[config.mk]
export PLATFORM = sky130hd
export DESIGN_NAME = dmem_rmw_ctrl_flat
export DESIGN_NICKNAME = d
export VERILOG_FILES = /design/src/rtl/dmem_rmw_ctrl_pkg.sv /design/src/rtl/dmem_rmw_ctrl_if.sv /design/src/rtl/dmem_byte_merge.sv /design/src/rtl/dmem_rmw_ctrl.sv /design/src/flat_wrapper.sv
export SDC_FILE = /design/constraint.sdc
export NUM_CORES = 1
export LEC_CHECK = 0
export CAP_MARGIN = 15
export CORE_UTILIZATION = 30
export CTS_BUF_LIST = sky130_fd_sc_hd__clkbuf_8
export CTS_CLUSTER_DIAMETER = 100
export DETAILED_ROUTE_END_ITERATION = 10
export MAX_ROUTING_LAYER = met4
export SYNTH_ARGS = -nofsm -noshare
export SYNTH_HDL_FRONTEND = slang
export SYNTH_SLANG_ARGS = --single-unit
[constraint.sdc]
create_clock -name clk_i -period 2.61 [get_ports clk_i]
set_clock_uncertainty 0.2 [all_clocks]
set_input_delay 0.3915 -clock clk_i [delete_from_list [all_inputs] [get_ports clk_i]]
set_output_delay 0.3915 -clock clk_i [all_outputs]
set_load 0.02 [all_outputs]
[src/rtl/dmem_rmw_ctrl_pkg.sv]
// Shared definitions for the data-memory RMW front end.
// Latency: n/a (types, constants and a helper only).
// Backpressure: n/a.
package dmem_rmw_ctrl_pkg;

  // Controller states; one transaction in flight at a time.
  typedef enum logic [2:0] {
    DMEM_IDLE,
    DMEM_RD,
    DMEM_RMW_RD,
    DMEM_RMW_WR,
    DMEM_RSP
  } dmem_state_e;

  localparam logic [3:0] DMEM_STRB_FULL = 4'hF;
  localparam logic [3:0] DMEM_STRB_NONE = 4'h0;

  // Expand 4 byte enables into a 32-bit lane mask.
  function automatic logic [31:0] strb_to_mask(input logic [3:0] strb);
    return {{8{strb[3]}}, {8{strb[2]}}, {8{strb[1]}}, {8{strb[0]}}};
  endfunction

endpackage

[src/rtl/dmem_rmw_ctrl_if.sv]
// LSU request/response channel plus SRAM port of the RMW front end.
// Latency: n/a (wiring only).
// Backpressure: req valid/ready, rsp valid/ready; SRAM side has none.
// Ports: req_* (LSU request), rsp_* (LSU response), mem_* (sram16kx32 port).
// slave = controller side, master = LSU + SRAM side.
interface dmem_rmw_ctrl_if;
  logic        req_valid_i;
  logic        req_ready_o;
  logic        req_wen_i;
  logic [31:0] req_addr_i;
  logic [31:0] req_wdata_i;
  logic [3:0]  req_strb_i;
  logic        rsp_valid_o;
  logic        rsp_ready_i;
  logic [31:0] rsp_rdata_o;
  logic        rsp_err_o;
  logic        mem_en_o;
  logic        mem_wen_o;
  logic [31:0] mem_addr_o;
  logic [31:0] mem_wdata_o;
  logic [31:0] mem_rdata_i;

  modport slave (
    input  req_valid_i, req_wen_i, req_addr_i, req_wdata_i, req_strb_i,
    output req_ready_o,
    output rsp_valid_o, rsp_rdata_o, rsp_err_o,
    input  rsp_ready_i,
    output mem_en_o, mem_wen_o, mem_addr_o, mem_wdata_o,
    input  mem_rdata_i
  );

  modport master (
    output req_valid_i, req_wen_i, req_addr_i, req_wdata_i, req_strb_i,
    input  req_ready_o,
    input  rsp_valid_o, rsp_rdata_o, rsp_err_o,
    output rsp_ready_i,
    input  mem_en_o, mem_wen_o, mem_addr_o, mem_wdata_o,
    output mem_rdata_i
  );
endinterface

[src/rtl/dmem_byte_merge.sv]
// Byte-lane merge of new store data over an old SRAM word.
// Latency: combinational.
// Backpressure: none.
// Ports: old_word (SRAM read data), new_word (store data), strb (lanes taken
// from new_word), merged (result).
module dmem_byte_merge
  import dmem_rmw_ctrl_pkg::*;
(
  input  logic [31:0] old_word,
  input  logic [31:0] new_word,
  input  logic [3:0]  strb,
  output logic [31:0] merged
);

  logic [31:0] mask;

  assign mask   = strb_to_mask(strb);
  assign merged = (new_word & mask) | (old_word & ~mask);

endmodule

[src/rtl/dmem_rmw_ctrl.sv]
// Data-memory front end: loads/full stores pass through, partial stores run as RMW.
// Latency: err/full/empty store rsp T+1, load rsp T+2, partial store rsp T+3.
// Backpressure: one transaction outstanding; req_ready only in IDLE, rsp held until rsp_ready.
// Ports: clk_i, rst_n_i (sync, active-low), bus (dmem_rmw_ctrl_if.slave).
module dmem_rmw_ctrl
  import dmem_rmw_ctrl_pkg::*;
#(
  parameter int          MEM_AW    = 14,
  parameter logic [31:0] BASE_ADDR = 32'h0000_0000
) (
  input  logic           clk_i,
  input  logic           rst_n_i,
  dmem_rmw_ctrl_if.slave bus
);

  localparam int WIN_LSB = MEM_AW + 2;

  dmem_state_e state_q, state_d;

  logic [31:2] addr_q;
  logic [31:0] wdata_q;
  logic [3:0]  strb_q;
  logic [31:0] merged_q;
  logic [31:0] merged_w;
  logic [31:0] rsp_rdata_q;
  logic        rsp_err_q;

  logic        in_win;
  logic        accept;
  logic        mem_en_c;
  logic        mem_wen_c;
  logic [31:0] mem_addr_c;
  logic [31:0] mem_wdata_c;
  logic        unused_addr_lsb;

  // Byte offset bits carry no meaning for a word-wide SRAM.
  assign unused_addr_lsb = ^bus.req_addr_i[1:0];

  assign in_win = (bus.req_addr_i[31:WIN_LSB] == BASE_ADDR[31:WIN_LSB]);
  assign accept = rst_n_i && (state_q == DMEM_IDLE) && bus.req_valid_i;

  // Old word arrives one cycle after the RMW read; new bytes come from the latch.
  dmem_byte_merge u_merge (
    .old_word (bus.mem_rdata_i),
    .new_word (wdata_q),
    .strb     (strb_q),
    .merged   (merged_w)
  );

  always_comb begin
    state_d     = state_q;
    mem_en_c    = 1'b0;
    mem_wen_c   = 1'b0;
    mem_addr_c  = {addr_q, 2'b00};
    mem_wdata_c = wdata_q;
    unique case (state_q)
      DMEM_IDLE: begin
        // First SRAM access goes out in the accept cycle, straight from req_*.
        mem_addr_c  = {bus.req_addr_i[31:2], 2'b00};
        mem_wdata_c = bus.req_wdata_i;
        if (bus.req_valid_i) begin
          if (!in_win) begin
            state_d = DMEM_RSP;
          end else if (!bus.req_wen_i) begin
            mem_en_c = 1'b1;
            state_d  = DMEM_RD;
          end else if (bus.req_strb_i == DMEM_STRB_FULL) begin
            mem_en_c  = 1'b1;
            mem_wen_c = 1'b1;
            state_d   = DMEM_RSP;
          end else if (bus.req_strb_i == DMEM_STRB_NONE) begin
            state_d = DMEM_RSP;
          end else begin
            mem_en_c = 1'b1;
            state_d  = DMEM_RMW_RD;
          end
        end
      end
      DMEM_RD:     state_d = DMEM_RSP;
      DMEM_RMW_RD: state_d = DMEM_RMW_WR;
      DMEM_RMW_WR: begin
        mem_en_c    = 1'b1;
        mem_wen_c   = 1'b1;
        mem_wdata_c = merged_q;
        state_d     = DMEM_RSP;
      end
      DMEM_RSP: begin
        if (bus.rsp_ready_i) state_d = DMEM_IDLE;
      end
      default: state_d = DMEM_IDLE;
    endcase
    // Reset must silence the SRAM port even mid-RMW.
    if (!rst_n_i) begin
      mem_en_c  = 1'b0;
      mem_wen_c = 1'b0;
      state_d   = DMEM_IDLE;
    end
  end

  always_ff @(posedge clk_i) begin
    if (!rst_n_i) begin
      state_q     <= DMEM_IDLE;
      addr_q      <= '0;
      wdata_q     <= '0;
      strb_q      <= '0;
      merged_q    <= '0;
      rsp_rdata_q <= '0;
      rsp_err_q   <= 1'b0;
    end else begin
      state_q <= state_d;
      if (accept) begin
        addr_q      <= bus.req_addr_i[31:2];
        wdata_q     <= bus.req_wdata_i;
        strb_q      <= bus.req_strb_i;
        rsp_rdata_q <= '0;
        rsp_err_q   <= !in_win;
      end
      if (state_q == DMEM_RD)     rsp_rdata_q <= bus.mem_rdata_i;
      if (state_q == DMEM_RMW_RD) merged_q    <= merged_w;
    end
  end

  assign bus.req_ready_o = rst_n_i && (state_q == DMEM_IDLE);
  assign bus.rsp_valid_o = (state_q == DMEM_RSP);
  assign bus.rsp_rdata_o = rsp_rdata_q;
  assign bus.rsp_err_o   = rsp_err_q;
  assign bus.mem_en_o    = mem_en_c;
  assign bus.mem_wen_o   = mem_wen_c;
  assign bus.mem_addr_o  = mem_addr_c;
  assign bus.mem_wdata_o = mem_wdata_c;

endmodule

[src/flat_wrapper.sv]
// flat-port wrapper written by rule: the top's interface ports become plain ports
module dmem_rmw_ctrl_flat import dmem_rmw_ctrl_pkg::*;
#(
  parameter int          MEM_AW    = 14,
  parameter logic [31:0] BASE_ADDR = 32'h0000_0000
)
  (clk_i, rst_n_i, bus_req_valid_i, bus_req_wen_i, bus_req_addr_i, bus_req_wdata_i, bus_req_strb_i, bus_req_ready_o, bus_rsp_valid_o, bus_rsp_rdata_o, bus_rsp_err_o, bus_rsp_ready_i, bus_mem_en_o, bus_mem_wen_o, bus_mem_addr_o, bus_mem_wdata_o, bus_mem_rdata_i);
  dmem_rmw_ctrl_if bus_i ();
  input  logic clk_i;
  input  logic rst_n_i;
  input wire logic [$bits(bus_i.req_valid_i)-1:0] bus_req_valid_i;
  input wire logic [$bits(bus_i.req_wen_i)-1:0] bus_req_wen_i;
  input wire logic [$bits(bus_i.req_addr_i)-1:0] bus_req_addr_i;
  input wire logic [$bits(bus_i.req_wdata_i)-1:0] bus_req_wdata_i;
  input wire logic [$bits(bus_i.req_strb_i)-1:0] bus_req_strb_i;
  output wire logic [$bits(bus_i.req_ready_o)-1:0] bus_req_ready_o;
  output wire logic [$bits(bus_i.rsp_valid_o)-1:0] bus_rsp_valid_o;
  output wire logic [$bits(bus_i.rsp_rdata_o)-1:0] bus_rsp_rdata_o;
  output wire logic [$bits(bus_i.rsp_err_o)-1:0] bus_rsp_err_o;
  input wire logic [$bits(bus_i.rsp_ready_i)-1:0] bus_rsp_ready_i;
  output wire logic [$bits(bus_i.mem_en_o)-1:0] bus_mem_en_o;
  output wire logic [$bits(bus_i.mem_wen_o)-1:0] bus_mem_wen_o;
  output wire logic [$bits(bus_i.mem_addr_o)-1:0] bus_mem_addr_o;
  output wire logic [$bits(bus_i.mem_wdata_o)-1:0] bus_mem_wdata_o;
  input wire logic [$bits(bus_i.mem_rdata_i)-1:0] bus_mem_rdata_i;
  assign bus_i.req_valid_i = bus_req_valid_i;
  assign bus_i.req_wen_i = bus_req_wen_i;
  assign bus_i.req_addr_i = bus_req_addr_i;
  assign bus_i.req_wdata_i = bus_req_wdata_i;
  assign bus_i.req_strb_i = bus_req_strb_i;
  assign bus_req_ready_o = bus_i.req_ready_o;
  assign bus_rsp_valid_o = bus_i.rsp_valid_o;
  assign bus_rsp_rdata_o = bus_i.rsp_rdata_o;
  assign bus_rsp_err_o = bus_i.rsp_err_o;
  assign bus_i.rsp_ready_i = bus_rsp_ready_i;
  assign bus_mem_en_o = bus_i.mem_en_o;
  assign bus_mem_wen_o = bus_i.mem_wen_o;
  assign bus_mem_addr_o = bus_i.mem_addr_o;
  assign bus_mem_wdata_o = bus_i.mem_wdata_o;
  assign bus_i.mem_rdata_i = bus_mem_rdata_i;
  dmem_rmw_ctrl #(.MEM_AW(MEM_AW), .BASE_ADDR(BASE_ADDR)) u_core (.clk_i(clk_i), .rst_n_i(rst_n_i), .bus(bus_i));
endmodule
After elaboration in Yosys (flattened, before gate mapping)
Index checks and enable logic that the tools add are counted. Widths: inputs -> output; s select.

Equality and inequality tests: 7. Multiplexer cells: 24. Bitwise logic cells: 4. Reduce and logical (&&, ||, !) cells: 9.

Operator list (count): $mux 32 (3); $and 32x32->32 (2); $pmux 32 s2 (1); $not 32->32 (1); $or 32x32->32 (1); $mux 3 (6); $logic_not 16->1 (1); $pmux 3 s4 (1); $mux 1 (11); $eq 3x2->1 const B (2); $eq 4x4->1 const B (1); $logic_not 4->1 (1); $pmux 1 s2 (2); $eq 3x1->1 const B (1); $eq 3x3->1 const B (1); $logic_not 3->1 (1); $logic_and 1x1->1 (2); $ne 2x1->1 const B (1); $ne 2x2->1 const B (1); $reduce_and 2->1 (1); $reduce_bool 2->1 (1); $reduce_or 2->1 (1); $logic_not 1->1 (1).

Bits in registers: 134. Input port bits: 105. Word-level logic and storage cells: 51.

Longest topological paths before layout
Gate-level depths: netlist of run 1.

Depth in word-level cells: 8. Gate-level depth with buffers: 8.

Hierarchy
Synthesis of run 1 repeated with hierarchy kept, for this count alone.

Cells, all modules: 861. Area total of the unflattened synthesis: 6611.3 um^2.

Modules (own cells, without submodules): dmem_rmw_ctrl (times used 1, cells an instance 825, area each 6085.8 um^2, sequential area each 2682.6 um^2); dmem_byte_merge (times used 1, cells an instance 36, area each 525.5 um^2, sequential area each 0.0 um^2).

Least setup slack after synthesis of run 1
No wires, ideal clock.

Kind: flip-flop to output port. Start point: reg u_core.state_q[0]. End point: out bus_mem_addr_o[10]. Arrival: 1.473 ns. Data required time: 2.019 ns. Setup slack: 0.545 ns. Stages on the path, launching flop included: 6. Cells stage by stage: dfxtp_1 -> buf_2 -> nor3_2 -> buf_2 -> buf_2 -> mux2_2.

Cells in the longest elaborated chain, start to end: 2.

RTL lines: start: declaration (RTL line dmem_rmw_ctrl.sv:18) `dmem_state_e state_q, state_d;`; start signal: assignment (RTL line dmem_rmw_ctrl.sv:110) `state_q <= state_d;`; $logic_not 3->1 (RTL line dmem_rmw_ctrl.sv:56) `unique case (state_q)`; $mux 32 (RTL line dmem_rmw_ctrl.sv:56); end: declaration (RTL line flat_wrapper.sv:23) `output wire logic [$bits(bus_i.mem_addr_o)-1:0] bus_mem_addr_o;`.

Every way passes these cells.

Final worst setup path of run 1
Start point: in bus_req_addr_i[29]. End point: out bus_mem_en_o.

Cells in the longest elaborated chain, start to end: 5.

RTL lines: start: declaration (RTL line flat_wrapper.sv:13) `input wire logic [$bits(bus_i.req_addr_i)-1:0] bus_req_addr_i;`; $logic_not 16->1 (RTL line dmem_rmw_ctrl.sv:39) `assign in_win = (bus.req_addr_i[31:WIN_LSB] == BASE_ADDR[31:WIN_LSB]);`; $mux 1 (RTL line dmem_rmw_ctrl.sv:62) `if (!in_win) begin`; $mux 1 (RTL line dmem_rmw_ctrl.sv:61) `if (bus.req_valid_i) begin`; $pmux 1 s2 (RTL line dmem_rmw_ctrl.sv:56); $mux 1 (RTL line dmem_rmw_ctrl.sv:93) `if (!rst_n_i) begin`; end: declaration (RTL line flat_wrapper.sv:21) `output wire logic [$bits(bus_i.mem_en_o)-1:0] bus_mem_en_o;`.

Every way passes these cells.

==> results of run 1 <==
## cells by family (layout without fill, tap and decap cells)
logic type | Yosys count | in the layout | share of synthesized area [%]
multiplexers | 62 | 62 | 10.4
buffers and inverters | 70 | 287 | 4.95
other | 1 | 4 | 0.0594
AO/OA/AOI/OAI | 171 | 171 | 21.6
flip-flops | 134 | 134 | 42.5
AND/OR/NAND/NOR | 318 | 318 | 20.5
## where the power goes
part           internal, W  switching, W
clock network     0.000992      0.000855
logic             0.000435      0.000475
registers          0.00211     0.0000567
total              0.00354       0.00139
## cell type report
class                   count  area [sq um]
flip-flops and latches    134          2680
repair buffers            255          2270
well taps                 270           338
inverters                   2          7.51
diodes                      2          5.00
fillers                  2102         11300
clock inverters            11           150
clock buffers              19           262
multi-input cells         553          3390
## path summary, 6_finish.rpt
kind	from	endpoint	slack, ps	cells past startpoint
setup / recovery	bus_req_addr_i[29]	bus_mem_en_o	70	9
hold / removal	rst_n_i	u_core.merged_q[31]$_SDFFE_PN0P_	60	2
setup reg to reg	u_core.state_q[0]$_SDFFE_PN0P_	u_core.bus.rsp_rdata_o[26]$_SDFFE_PN0P_	580	7
hold reg to reg	u_core.addr_q[6]$_SDFFE_PN0P_	u_core.addr_q[6]$_SDFFE_PN0P_	270	2
## per-stage QoR
stage / utilization, % / cells / setup WS, ps / hold WS [ps] / TNS, ps
floorplan: - / 757 / 545 / 241 / 0
global placement: 43.4 / 1211 / -535 / 250 / -1060
detailed placement: 43.4 / 1211 / -525 / 259 / -1050
CTS: 45.2 / 1244 / -93.7 / 28.7 / -293
global route: 44.6 / 1246 / 0.507 / 45.6 / 0
finish: 44.6 / 1246 / 71.8 / 60.9 / 0
## cell usage after synthesis
cell	instances
a211oi_1	1
a21boi_0	79
a21boi_1	19
a221oi_1	1
a22o_1	1
a22oi_1	32
and2_1	2
and3_1	2
and3b_1	1
and4_1	1
buf_1	3
buf_2	19
buf_4	5
buf_6	1
clkbuf_1	40
conb_1	1
dfxtp_1	134
inv_1	2
mux2_2	30
mux2i_1	32
nand2_1	262
nand3_1	33
nand3b_1	1
nand4_1	1
nor2_1	3
nor2b_1	1
nor3_1	3
nor3_2	1
nor4_1	5
nor4b_1	1
o211a_1	32
o21a_1	1
o21ai_0	3
o21ba_2	1
o311ai_0	1
or2_2	1
## layout by cell type, fill, tap and decap left out, types with 4 or more instances in the layout
cell type / instances
a21boi_0: 79
a21boi_1: 19
a22oi_1: 32
buf_12: 9
buf_2: 24
buf_4: 42
buf_6: 5
clkbuf_2: 31
clkbuf_8: 19
clkdlybuf4s50_1: 121
dfxtp_1: 133
dlygate4sd2_1: 14
dlymetal6s2s_1: 8
mux2_2: 30
mux2i_1: 32
nand2_1: 261
nand3_1: 32
nor4_2: 4
o211a_1: 32
## layer usage
metal	wire, microns	GRT usage [%]
met5	0	-
met3	1310	5.40
met4	181	4.38
met1	9030	23.5
met2	9120	30.0
## flip-flops by register name, indices dropped and copies added, names as in the netlist
name / cells
u_core.bus.rsp_rdata_o: 32
u_core.merged_q: 32
u_core.wdata_q: 32
u_core.addr_q: 30
u_core.strb_q: 4
u_core.state_q: 3
u_core.bus.rsp_err_o: 1
## worst max-delay path, stage by stage
cell and delay [ps]:
dlygate4sd2_1 250, nor4_2 270, buf_4 150, nand4_1 150
buf_4 190, buf_4 140, a211oi_2 140, o21a_1 140
buf_6 120
## repair_timing
| item | 4_1_cts | 5_1_grt |
|---|---|---|
| pin swaps | 6 | 7 |
| gates resized for setup | 149 | 82 |
| buffers inserted | 3 | 0 |
| hold buffers | 0 | 0 |
| endpoints found under the setup margin | 66 | 42 |
==> impl_results.md, run 1 <==
* Warnings from Yosys at 0
* Grt ovf at 0
* Synthesized area at ~6300 sq um
* Vias in the first global route at 5,829
* Post-Route WL at 19,600 microns
* Tot GR Track Use at 18.9%
* Via density at 4.79
* Leading area contributor after synthesis: dfxtp_1
* Critical path endpoint category: output port
* Drc violations at 0
* Power per Cell Area at between 500 and 600 nW/um^2
* Synth area leaders: dfxtp_1, nand2_1, a21boi_0
* TritonCTS clock tree: yes
* CP startpoint kind: input port
* Chip width at 147 microns
* Share of cells above drive strength 1 at between 10% and 20%
* RSZ-0062 raised after global routing: false
* Crit Path Max Fanout at 4
* CTS H-Tree Depth at 4
* Pre-antenna DRT Iters at 6
* Status: finished clean
* Tightest Pin Transition at roughly 740 ps
* Rows at 52
* Worst-path clk slew at 70 ps
* Placed cell areas at 8880 sq um
* Sequential fraction of the synthesis area at about 42%
* Top-area cell type share of the netlist area at 42.5%
* Via count at 5,970
* Post-synth cell types at 36
* Max Clock Freq at 0.394 GHz
* Final instance area at 9100 sq um
* CTS Sinks at 134
* Mapped Avg Cell Area at 8.35 sq um
* Initial antenna violation count at 2
* Fin. Hold Viols at 0
* P&R area growth vs syn at 44.2%
* Clock Latency Late Sink at 440 ps
* Crit path time final at about 2500 ps
* Leak at 4.01 nW
* Mapped Cells at 756
* IO buf count at between 200 and 250
* Full die area at 21,600 sq um
* Initial core utilization at a little under a third
* GP Congestion at 0.767
* CTS Buf Count at 17
* CTS root buffer: clkbuf_8
* Longest Clk Path Bufs at 2
* Final worst-path cycle share at 97.2%
* Path type of the worst setup path: input port to output port
* Routed Antenna Nets at 0
* Total power at ~0.005 W
* Iter 0 DRT Violations at 299
* Max-slew violation count at 0
* Per-cell routed wire length at 15.8 microns
* CP arrival at 1950 ps
* Max cap viols at 0
* Largest net degree at the start of global routing at 75
* FF+latch count, synth at 134
* First-pass GRT wire length at slightly above 30,000 microns
* Setup Viol. Count Final at 0
* Core ar. at 20,400 sq um
* Max-Slew Margin vs Limit at 50.6%
* Max VDD drop at 0.297 mV
* I/O pin count at between 200 and 250
* Final net count at 1,068
* Worst hold path class: input port to register
* Req. time, crit path at 2020 ps
* Final HPWL from detailed placement at about 14,000 microns
* Die Span Y at 147 microns
No activity file was read; power rests on OpenSTA's default activity.
==> run 2: changes to the inputs <==
--- a/config.mk
+++ b/config.mk
@@ -6,11 +6,12 @@
 export NUM_CORES = 1
 export LEC_CHECK = 0
 export CAP_MARGIN = 15
-export CORE_UTILIZATION = 30
+export CORE_UTILIZATION = 48
 export CTS_BUF_LIST = sky130_fd_sc_hd__clkbuf_8
 export CTS_CLUSTER_DIAMETER = 100
 export DETAILED_ROUTE_END_ITERATION = 10
 export MAX_ROUTING_LAYER = met4
+export PLACE_DENSITY = 0.83
 export SYNTH_ARGS = -nofsm -noshare
 export SYNTH_HDL_FRONTEND = slang
 export SYNTH_SLANG_ARGS = --single-unit
==> impl_results.md, run 2 (same netlist as run 1, synthesis figures left out) <==
* Status: finished clean
* Worst-path clk slew at 70 ps (about the same)
* Per-cell routed wire length at 15.8 microns (+0.38%)
* Core ar. at 12,700 sq um (-38%)
* CTS H-Tree Depth at 4 (unchanged)
* Most frequent cells in the layout: nand2_1, dfxtp_1, clkdlybuf4s50_1
* Post-route insts no fill at 1,155 (-7.3%)
* P&R area growth vs syn at 45.2%
* Tot GR Track Use at 28.0% (+9.1 points)
* Full die area at 13,600 sq um (-37%)
* First-pass GRT wire length at 28,600 microns (-8.1%)
* Reg2Reg Depth at 18 (+11)
* Leak at 4.03 nW (+0.73%)
* Final HPWL from detailed placement at 12,100 microns (-11%)
* Rows at 41 (-21%)
* Share of cells above drive strength 1 at 15.9% (-3.3 points)
* Most common cell after layout, fill and taps aside: nand2_1
* Chip width at 117 microns (-21%)
* Path type of the worst setup path: input port to register
* Initial antenna violation count at 0 (-2)
* RSZ-0062 raised after global routing: true
* Req. time, crit path at 2780 ps (+760 ps)
* Iter 0 DRT Violations at 554 (+85%)
* Final worst-path cycle share at 99.0% (+1.7 points)
* Initial core utilization at 49.6% (+19 points)
* Final net count at 1,075 (+0.66%)
* Drc violations at 0 (unchanged)
* Routed Antenna Nets at 0 (unchanged)
* Placed cell areas at 8620 sq um (-2.9%)
* Final instance area at 9170 sq um (+0.71%)
* Clock Latency Late Sink at 430 ps (about the same)
* Max VDD drop at 0.271 mV (-8.9%)
* Via count at 6,091 (+2.0%)
* Pre-CTS WS at -480 ps (+45.2 ps)
* Grt ovf at 0 (unchanged)
* CP startpoint kind: input port
* Multi-input logic area at 3390 sq um (+0.18%)
* Power per Cell Area at 509 nW/um^2 (-5.8%)
* CTS Sinks at 134 (unchanged)
* Critical path endpoint category: register
* TritonCTS clock tree: yes
* Pre-antenna DRT Iters at 5 (-1)
* Setup Viol. Count Final at 0 (unchanged)
* Max Clock Freq at 0.387 GHz (-1.8%)
* IO buf count at 201 (unchanged)
* Tightest Pin Transition at 925 ps (+184 ps)
* I/O pin count at 206 (unchanged)
* Fillers at 1,042 (-50%)
* CP arrival at 2760 ps (+810 ps)
* Via density at 5.27 (+10%)
* Max cap viols at 0 (unchanged)
* Sequential cell area at 2690 sq um (+0.19%)
* Crit Path Max Fanout at 3 (-1)
* Crit path time final at 2580 ps (+45.7 ps)
* R2R setup slack at 40 ps (-540 ps)
* WHS Path Cells at 3 (+1)
* Max-slew violation count at 0 (unchanged)
* GP Congestion at 0.805 (+4.9%)
* CTS root buffer: clkbuf_8
* Hold Startpoint: bus_req_addr_i[31]
* Placed Instances at 1,104 (-8.8%)
* Hold path endpoint: u_core.addr_q[31]$_SDFFE_PN0P_
* Longest Clk Path Bufs at 2 (unchanged)
* Worst Setup Slack, final at 26.2 ps (-45.7 ps)
* Largest net degree at the start of global routing at 84 (+12%)
* Ant. Diodes at 0 (-2)
* Vias in the first global route at 5,768 (-1.0%)
* Worst hold path class: input port to register
* Hold buffers post-CTS at 0 (unchanged)
* R2r startpoint: u_core.state_q[2]$_SDFFE_PN0P_
* CTS Buf Count at 17 (unchanged)
* Max-Slew Margin vs Limit at 38.3% (-12 points)
* Crit Reg-Reg Endpoint: u_core.bus.rsp_err_o$_SDFFE_PN0P_
* Fin. Hold Viols at 0 (unchanged)
* Post-Route WL at 18,300 microns (-7.0%)
* Die Span Y at 117 microns (-21%)
[run 2: per-stage QoR]
stage / TNS [ps] / util [%] / power, W / hold slack [ps]
2_1_floorplan: 0 / - / 0.00267 / 241
3_3_place_gp: -903 / 67.7 / 0.00315 / 247
3_5_place_dp: -945 / 67.7 / 0.00316 / 255
4_1_cts: -101 / 71.8 / 0.00469 / 107
5_1_grt: -30.2 / 72.1 / 0.00488 / 121
6_report: 0 / 72.1 / 0.00467 / 114
[run 2: layout make-up]
class | instances | area share [%]
multi-input combinational | 553 | 37.0
sequential | 134 | 29.3
clock inverter | 11 | 0.764
timing repair buffer | 262 | 27.3
inverter | 2 | 0.0819
tap | 172 | 2.35
clock buffer | 21 | 3.15
[run 2: critical path, cell delays in order]
cell,delay (ps)
clkdlybuf4s50_1,510
nor4_2,60
nand4_1,120
buf_6,140
nor2_4,40
buf_4,120
buf_4,120
buf_4,120
buf_4,120
buf_4,120
buf_4,120
buf_4,110
buf_4,120
buf_4,120
buf_4,120
buf_4,120
buf_4,120
nor2_1,60
[run 2: power breakdown]
group,switching [W],leakage [nW],total [W],internal [W]
Sequential,0.0000557,1.09,0.00217,0.00211
Combinational,0.000470,2.73,0.000930,0.000460
Clock,0.000749,0.216,0.00157,0.000824
[run 2: how the worst max path moves through the flow]
stage | start | slack (ps) | to | cells past startpoint
2_1_floorplan | u_core.state_q[0]$_SDFFE_PN0P_ | 550 | bus_mem_addr_o[10] | 5
3_3_place_gp | bus_req_addr_i[26] | -460 | bus_mem_en_o | 7
3_5_place_dp | bus_req_addr_i[26] | -480 | bus_mem_en_o | 7
4_1_cts | bus_req_addr_i[29] | -100 | bus_mem_en_o | 7
5_1_grt | bus_req_addr_i[17] | -30 | u_core.bus.rsp_err_o$_SDFFE_PN0P_ | 18
6_report | bus_req_addr_i[16] | 30 | u_core.bus.rsp_err_o$_SDFFE_PN0P_ | 18
[run 2: what timing repair did]
item | CTS | global route
gates cloned | 2 | 1
pin swaps | 3 | 4
resized for setup | 136 | 33
setup buffers | 14 | 2
endpoints found under the setup margin | 65 | 35
[run 2: per-layer routing]
layer	GRT usage [%]	vias up	share of wire, %
met5	-	-	0
met4	10.5	0	2.1
met3	5.60	29	6.2
met2	44.9	200	48
met1	34.8	2851	44
li1	-	3011	-
